## src/rtl/exmem_register_pkg.sv

```systemverilog
// Shared CPU types for the EX/MEM pipeline register: word and register-select
// widths and the packed payload carried from EX into MEM.
package exmem_register_pkg;

  localparam int WORD_W = 32;
  localparam int REG_W  = 5;

  typedef logic [WORD_W-1:0] word_t;
  typedef logic [REG_W-1:0]  regbits_t;

  typedef struct packed {
    word_t    pc4;
    word_t    aluout;
    word_t    storedata;
    regbits_t wsel;
    logic     regen;
    logic     dren;
    logic     dwen;
    logic     memtoreg;
    logic     halt;
  } exmem_t;

endpackage : exmem_register_pkg

```

## src/rtl/exmem_register_if.sv

```systemverilog
// Signal bundle between the EX stage, the EX/MEM register and its consumers
// (forwarding, MEM/WB, data cache).
interface exmem_register_if;
  import exmem_register_pkg::*;

  logic     en;
  logic     flush;
  logic     dhit;

  word_t    idex_pc4;
  word_t    idex_aluout;
  word_t    idex_storedata;
  regbits_t idex_wsel;
  logic     idex_regen;
  logic     idex_dren;
  logic     idex_dwen;
  logic     idex_memtoreg;
  logic     idex_halt;

  word_t    exmem_pc4;
  word_t    exmem_aluout;
  word_t    exmem_storedata;
  regbits_t exmemwsel;
  logic     exmemregen;
  logic     exmem_memtoreg;
  logic     exmem_halt;
  logic     dmemren;
  logic     dmemwen;

  modport slave (
    input  en, flush, dhit,
    input  idex_pc4, idex_aluout, idex_storedata, idex_wsel,
    input  idex_regen, idex_dren, idex_dwen, idex_memtoreg, idex_halt,
    output exmem_pc4, exmem_aluout, exmem_storedata, exmemwsel,
    output exmemregen, exmem_memtoreg, exmem_halt, dmemren, dmemwen
  );

  modport master (
    output en, flush, dhit,
    output idex_pc4, idex_aluout, idex_storedata, idex_wsel,
    output idex_regen, idex_dren, idex_dwen, idex_memtoreg, idex_halt,
    input  exmem_pc4, exmem_aluout, exmem_storedata, exmemwsel,
    input  exmemregen, exmem_memtoreg, exmem_halt, dmemren, dmemwen
  );

endinterface : exmem_register_if

```

## src/rtl/exmem_register.sv

```systemverilog
// EX/MEM pipeline register: one-cycle latch of the EX payload with bubble
// insertion on flush, request retirement on dhit and a sticky halt flag.
module exmem_register
  import exmem_register_pkg::*;
(
  input  logic             CLK,
  input  logic             nRST,
  exmem_register_if.slave  bus
);

  exmem_t exmem_q;
  exmem_t exmem_d;
  exmem_t load;

  // Incoming payload, normalised: no $zero writeback, and a request with both
  // read and write set is a store.
  always_comb begin
    load           = '0;
    load.pc4       = bus.idex_pc4;
    load.aluout    = bus.idex_aluout;
    load.storedata = bus.idex_storedata;
    load.wsel      = bus.idex_wsel;
    load.regen     = bus.idex_regen && (bus.idex_wsel != '0);
    load.dwen      = bus.idex_dwen;
    load.dren      = bus.idex_dren && !bus.idex_dwen;
    load.memtoreg  = bus.idex_memtoreg;
    load.halt      = exmem_q.halt | bus.idex_halt;
  end

  // NOTE: exmem_d takes a full default first so no path through the priority
  // chain leaves it unassigned, which would otherwise infer a latch.
  always_comb begin
    exmem_d = exmem_q;
    if (bus.en && bus.flush) begin
      exmem_d      = '0;
      exmem_d.halt = exmem_q.halt;
    end else if (bus.en) begin
      exmem_d = load;
    end else if (bus.dhit) begin
      exmem_d.dren = 1'b0;
      exmem_d.dwen = 1'b0;
    end
  end

  // NOTE: state is updated with non-blocking assignments so every reader in
  // this cycle sees the pre-edge value regardless of evaluation order.
  always_ff @(posedge CLK or negedge nRST) begin
    if (!nRST) begin
      exmem_q <= '0;
    end else begin
      exmem_q <= exmem_d;
    end
  end

  assign bus.exmem_pc4       = exmem_q.pc4;
  assign bus.exmem_aluout    = exmem_q.aluout;
  assign bus.exmem_storedata = exmem_q.storedata;
  assign bus.exmemwsel       = exmem_q.wsel;
  assign bus.exmemregen      = exmem_q.regen;
  assign bus.exmem_memtoreg  = exmem_q.memtoreg;
  assign bus.exmem_halt      = exmem_q.halt;
  assign bus.dmemren         = exmem_q.dren;
  assign bus.dmemwen         = exmem_q.dwen;

endmodule : exmem_register

```

## src/flat_wrapper.sv

```systemverilog
// flat-port wrapper written by rule: the top's interface ports become plain ports
module exmem_register_flat import exmem_register_pkg::*;
  (CLK, nRST, bus_en, bus_flush, bus_dhit, bus_idex_pc4, bus_idex_aluout, bus_idex_storedata, bus_idex_wsel, bus_idex_regen, bus_idex_dren, bus_idex_dwen, bus_idex_memtoreg, bus_idex_halt, bus_exmem_pc4, bus_exmem_aluout, bus_exmem_storedata, bus_exmemwsel, bus_exmemregen, bus_exmem_memtoreg, bus_exmem_halt, bus_dmemren, bus_dmemwen);
  exmem_register_if bus_i ();
  input  logic CLK;
  input  logic nRST;
  input wire logic [$bits(bus_i.en)-1:0] bus_en;
  input wire logic [$bits(bus_i.flush)-1:0] bus_flush;
  input wire logic [$bits(bus_i.dhit)-1:0] bus_dhit;
  input wire logic [$bits(bus_i.idex_pc4)-1:0] bus_idex_pc4;
  input wire logic [$bits(bus_i.idex_aluout)-1:0] bus_idex_aluout;
  input wire logic [$bits(bus_i.idex_storedata)-1:0] bus_idex_storedata;
  input wire logic [$bits(bus_i.idex_wsel)-1:0] bus_idex_wsel;
  input wire logic [$bits(bus_i.idex_regen)-1:0] bus_idex_regen;
  input wire logic [$bits(bus_i.idex_dren)-1:0] bus_idex_dren;
  input wire logic [$bits(bus_i.idex_dwen)-1:0] bus_idex_dwen;
  input wire logic [$bits(bus_i.idex_memtoreg)-1:0] bus_idex_memtoreg;
  input wire logic [$bits(bus_i.idex_halt)-1:0] bus_idex_halt;
  output wire logic [$bits(bus_i.exmem_pc4)-1:0] bus_exmem_pc4;
  output wire logic [$bits(bus_i.exmem_aluout)-1:0] bus_exmem_aluout;
  output wire logic [$bits(bus_i.exmem_storedata)-1:0] bus_exmem_storedata;
  output wire logic [$bits(bus_i.exmemwsel)-1:0] bus_exmemwsel;
  output wire logic [$bits(bus_i.exmemregen)-1:0] bus_exmemregen;
  output wire logic [$bits(bus_i.exmem_memtoreg)-1:0] bus_exmem_memtoreg;
  output wire logic [$bits(bus_i.exmem_halt)-1:0] bus_exmem_halt;
  output wire logic [$bits(bus_i.dmemren)-1:0] bus_dmemren;
  output wire logic [$bits(bus_i.dmemwen)-1:0] bus_dmemwen;
  assign bus_i.en = bus_en;
  assign bus_i.flush = bus_flush;
  assign bus_i.dhit = bus_dhit;
  assign bus_i.idex_pc4 = bus_idex_pc4;
  assign bus_i.idex_aluout = bus_idex_aluout;
  assign bus_i.idex_storedata = bus_idex_storedata;
  assign bus_i.idex_wsel = bus_idex_wsel;
  assign bus_i.idex_regen = bus_idex_regen;
  assign bus_i.idex_dren = bus_idex_dren;
  assign bus_i.idex_dwen = bus_idex_dwen;
  assign bus_i.idex_memtoreg = bus_idex_memtoreg;
  assign bus_i.idex_halt = bus_idex_halt;
  assign bus_exmem_pc4 = bus_i.exmem_pc4;
  assign bus_exmem_aluout = bus_i.exmem_aluout;
  assign bus_exmem_storedata = bus_i.exmem_storedata;
  assign bus_exmemwsel = bus_i.exmemwsel;
  assign bus_exmemregen = bus_i.exmemregen;
  assign bus_exmem_memtoreg = bus_i.exmem_memtoreg;
  assign bus_exmem_halt = bus_i.exmem_halt;
  assign bus_dmemren = bus_i.dmemren;
  assign bus_dmemwen = bus_i.dmemwen;
  exmem_register u_core (.CLK(CLK), .nRST(nRST), .bus(bus_i));
endmodule
```

## config.mk

```make
export PLATFORM = sky130hd
export DESIGN_NAME = exmem_register_flat
export DESIGN_NICKNAME = d
export VERILOG_FILES = /design/src/rtl/exmem_register_pkg.sv /design/src/rtl/exmem_register_if.sv /design/src/rtl/exmem_register.sv /design/src/flat_wrapper.sv
export SDC_FILE = /design/constraint.sdc
export NUM_CORES = 1
export LEC_CHECK = 0
export CAP_MARGIN = 20
export CORE_MARGIN = 10
export CORE_UTILIZATION = 50
export DETAILED_ROUTE_END_ITERATION = 7
export DONT_BUFFER_PORTS = 1
export MAX_ROUTING_LAYER = met4
export PLACE_DENSITY = 0.69
export SETUP_SLACK_MARGIN = 0.1
export SLEW_MARGIN = 20
export SYNTH_ARGS = -nofsm -noshare
export SYNTH_HDL_FRONTEND = slang
export SYNTH_SLANG_ARGS = --single-unit
```

## constraint.sdc

```tcl
create_clock -name CLK -period 0.9 [get_ports CLK]
set_clock_uncertainty 0.1 [all_clocks]
set_input_delay 0.27 -clock CLK [delete_from_list [all_inputs] [get_ports CLK]]
set_output_delay 0.27 -clock CLK [all_outputs]
set_load 0.005 [all_outputs]
```

# Word-level counts from Yosys, hierarchy flattened
# Cells that the tools add are included.
# classes
n_mux	5
bitwise	2
n_reduce_logical	8
# op_table
cell	n
106-bit two-way mux	1
102-bit two-way mux	1
2-bit two-way mux	3
5-bit nonzero test	1
1-bit logical AND	3
3-bit nonzero test	1
2-bit AND reduction	1
2-bit nonzero test	1
1-bit logical NOT	1
1-bit inverter	1
1-bit bitwise OR	1
# word_totals
reg_bits	106
in_bits	111
out_inout_bits	106

# Logic depth before layout (Yosys ltp)
# depth
ltp_word	4
depth_mapped	5
mapped_depth_nobuf	3

# Worst setup path after synthesis
# No wires, ideal clock.
# synth_timing
path_kind	in2reg
startpoint	input bus_idex_wsel[3]
endpoint	register u_core.exmem_q, in the netlist u_core.bus.exmemregen
setup_time_ps	125
arrival_ps	978
required_time_ps	675
path_slack_ps	-302
path_stages	3
path_buffers	0
cell_sequence	or4_4 > o211ai_2 > o21ai_1
# synth_via
elab_chain_len	4
# synth_lines
item	line_no	rtl
start, declared	flat_wrapper.sv:13	input wire logic [$bits(bus_i.idex_wsel)-1:0] bus_idex_wsel;
5-bit nonzero test	exmem_register.sv:23	load.regen = bus.idex_regen && (bus.idex_wsel != '0);
1-bit logical AND	exmem_register.sv:23	
102-bit two-way mux	exmem_register.sv:37	end else if (bus.en) begin
106-bit two-way mux	exmem_register.sv:34	if (bus.en && bus.flush) begin
end signal, assigned	exmem_register.sv:51	exmem_q <= exmem_d;
end, declared	exmem_register.sv:11	exmem_t exmem_q;
# Every way passes these cells. The select of a mux whose other input is x is not followed.
# A chain may end at the register's enable or synchronous reset.

# Worst setup path in the final report
# layout_timing
startpoint	register u_core.exmem_q, in the netlist u_core.bus.exmem_storedata[19]
endpoint	output bus_exmem_storedata[19]
# layout_rtl
item	line_no	rtl
end, declared	flat_wrapper.sv:21	output wire logic [$bits(bus_i.exmem_storedata)-1:0] bus_exmem_storedata;
# No word-level cell between the ends.

==> flow_metrics.py <==
metrics = {
    "place": {
        "pre_cts_ws_ns": -0.329,
        "gp_congestion": 0.766,
        "place_inst": 529,
        "io_buffers": 0,
        "hpwlAfterDp_um": 7550,
    },
    "clock_network": {
        "cts_tree": "yes",
        "clk_pin_slew_ns": 0.11,
        "clock-root-buffer": "clkbuf_8",
        "clock_path_buffers": 2,
        "cts_setup_buffers": 0,
        "clock-sinks": 106,
        "htreeDepth": 3,
        "clk_latency_ns": 0.35,
        "cts_buffers": 9,
    },
    "floorplan": {
        "die_area_mm2": 0.0127,
        "initial_utilization_pct": 51.8,
        "core_area_mm2": 0.00826,
        "fp.dieW_um": 113,
        "dieHeight_um": 113,
        "ios": 217,
        "rows": 33,
    },
    "synthesis": {
        "synth_area_mm2": 0.00428,
        "synth-edff-count": 0,
        "synthTopCellsByArea": "dfrtp_1 (62%), o22ai_1 (15%), inv_1 (9.1%)",
        "ys_types": 14,
        "yosysWarnings": 0,
        "synthFlopType": "dfrtp_1",
        "syn_avg_cell_area_um2": 9.35,
        "synthesis.nets": 569,
        "yosys-top-cells-count": "dfrtp_1 (106), inv_1 (104), nand2_1 (104)",
        "yosysMostFrequentCell": "dfrtp_1",
        "synth.top_cell.area_share_pct": 62.0,
        "ys_async_sr_fraction_pct": 100,
        "ys_seq_area_share_pct": 62.0,
        "ys_ff_latch": 106,
        "netlist_instances": 458,
        "yosysTopAreaCell": "dfrtp_1",
    },
    "outcome": {
        "status": "finished, violations left",
        "violations": "hold timing, setup timing",
    },
    "flow_run": {
        "maxCapViolCount": 0,
    },
    "timing": {
        "relSlewSlack_pct": 84.4,
        "final_max_slew_viol_count": 0,
        "min_period_over_period_pct": 129,
        "final_hold_viol_count": 212,
        "rsz0062_at_grt": "true",
        "worst_slew_pin_slew_ns": 0.234,
        "fin_ws_ns": -0.265,
        "period_minus_slack_ns": 1.16,
        "setup_violations": 106,
        "hold_ws_ns": -0.508,
        "fmax_mhz": 858,
    },
    "route": {
        "ant_nets": 0,
        "wirelength_um": 11000,
        "vias_per_cell": 5.36,
        "drt_iter0_drc": 208,
        "num_vias": 2923,
        "drc": 0,
        "firstDrtPassIters": 5,
        "wl_per_cell_um": 20.1,
    },
    "grt": {
        "first_global_vias": 2962,
        "grt.overflow.total": 0,
        "grt_pass1_wl_um": 16800,
        "grt_max_degree": 207,
        "grt_usage_pct": 16.7,
        "antenna_found_initial": 0,
    },
    "pwr": {
        "vdd_drop_max_mv": 1.17,
        "power_density_mw_per_mm2": 1950,
        "p_leak_nw": 2.19,
        "power.total_mw": 9.14,
    },
    "setup_path": {
        "crit_fanout": 2,
        "start_kind": "flip-flop",
        "worstPathArrival_ns": 0.79,
        "worstSetupPathType": "flip-flop to output port",
        "end_kind": "output port",
        "cp.required_ns": 0.53,
    },
    "worst_hold_path": {
        "hold_path.class": "input pin to async pin",
    },
    "layout": {
        "layout-drive-gt1-share_pct": 14.1,
        "n_antenna_cell": 0,
        "layout.nets": 546,
        "stdcell_count": 545,
        "area_growth_pct": 9.70,
    },
}
==> logic make-up after synthesis <==
kind of cell / share of synthesized area, %
flops: 62.0
buf+inv: 12.7
simple gates: 9.61
compound gates: 15.8
==> worst paths after layout <==
kind                       depth (start not counted)                     endpoint                           start  slack [ns]
min in group CLK                                   1  u_core.bus.exmem_aluout[31]                       bus_flush       -0.11
max                                                0      bus_exmem_storedata[19]  u_core.bus.exmem_storedata[19]       -0.26
min reg2reg                                        1        u_core.bus.exmem_halt           u_core.bus.exmem_halt        0.41
min                                                0  u_core.bus.exmem_aluout[31]                            nRST       -0.51
max reg2reg                                        1           u_core.bus.dmemren              u_core.bus.dmemren        0.04
max in group asynchronous                          0   u_core.bus.exmem_aluout[9]                            nRST        1.07
==> sequential cells by signal, indices dropped and copies added, names as in the netlist <==
signal / flops
u_core.bus.dmemren: 1
u_core.bus.dmemwen: 1
u_core.bus.exmem_aluout: 32
u_core.bus.exmem_halt: 1
u_core.bus.exmem_memtoreg: 1
u_core.bus.exmem_pc4: 32
u_core.bus.exmem_storedata: 32
u_core.bus.exmemregen: 1
u_core.bus.exmemwsel: 5
==> per-stage QoR <==
stage / cell area [um2] / setup TNS [ns] / util (%) / hold slack (ns)
2_1_floorplan: 4440 / -6.59 / - / -0.126
3_3_place_gp: 4280 / -0.318 / 51.8 / -0.122
3_5_place_dp: 4280 / -0.329 / 51.8 / -0.122
4_1_cts: 4520 / -28.54 / 54.7 / -0.534
5_1_grt: 4700 / -30.57 / 56.9 / -0.541
6_report: 4700 / -26.22 / 56.9 / -0.508
==> cells in the final DEF, fill, tap and decap left out <==
cell type,netlist,layout
nor2b_4,0,1
nand2_1,104,104
inv_6,0,4
o22ai_1,100,66
nor2_4,0,1
o21ai_1,3,4
bufinv_16,0,1
dfrtp_1,106,106
inv_2,0,8
inv_1,104,96
a21o_1,1,1
or4_4,1,1
o211ai_2,1,1
clkinv_2,0,1
clkbuf_8,0,10
a32o_1,1,1
o22ai_2,0,34
==> layout make-up <==
cell class / count / area, um2
fill: 749 / 3560
sequential: 106 / 2650
multi-input combinational: 214 / 1320
inverter: 104 / 390
clock buffer: 10 / 138
tap: 105 / 131
clock inverter: 6 / 70.1
==> power breakdown <==
part           total [mW]  switching [mW]  internal (mW)
Clock                3.05            1.65           1.40
Combinational       0.612           0.282          0.331
Sequential           5.47           0.340           5.13
Total                9.14            2.28           6.86
==> metal layers <==
layer | part of all wire (%) | wire length (um) | vias to the layer above | track usage [%]
met4 | 1.7 | 189 | 0 | 5.58
met1 | 37 | 4060 | 1357 | 18.9
met2 | 50 | 5470 | 131 | 25.8
met3 | 11 | 1260 | 16 | 7.77
li1 | - | - | 1419 | -
met5 | 0 | 0 | - | -
==> what timing repair did <==
item                                   4_1_cts  5_1_grt
setup endpoints to repair                  117      179
cloned                                       0        0
gates resized for setup                      5       37
pin swaps                                    8       36
endpoints found under the hold margin      212      212
(Power assumes the default switching activity.)
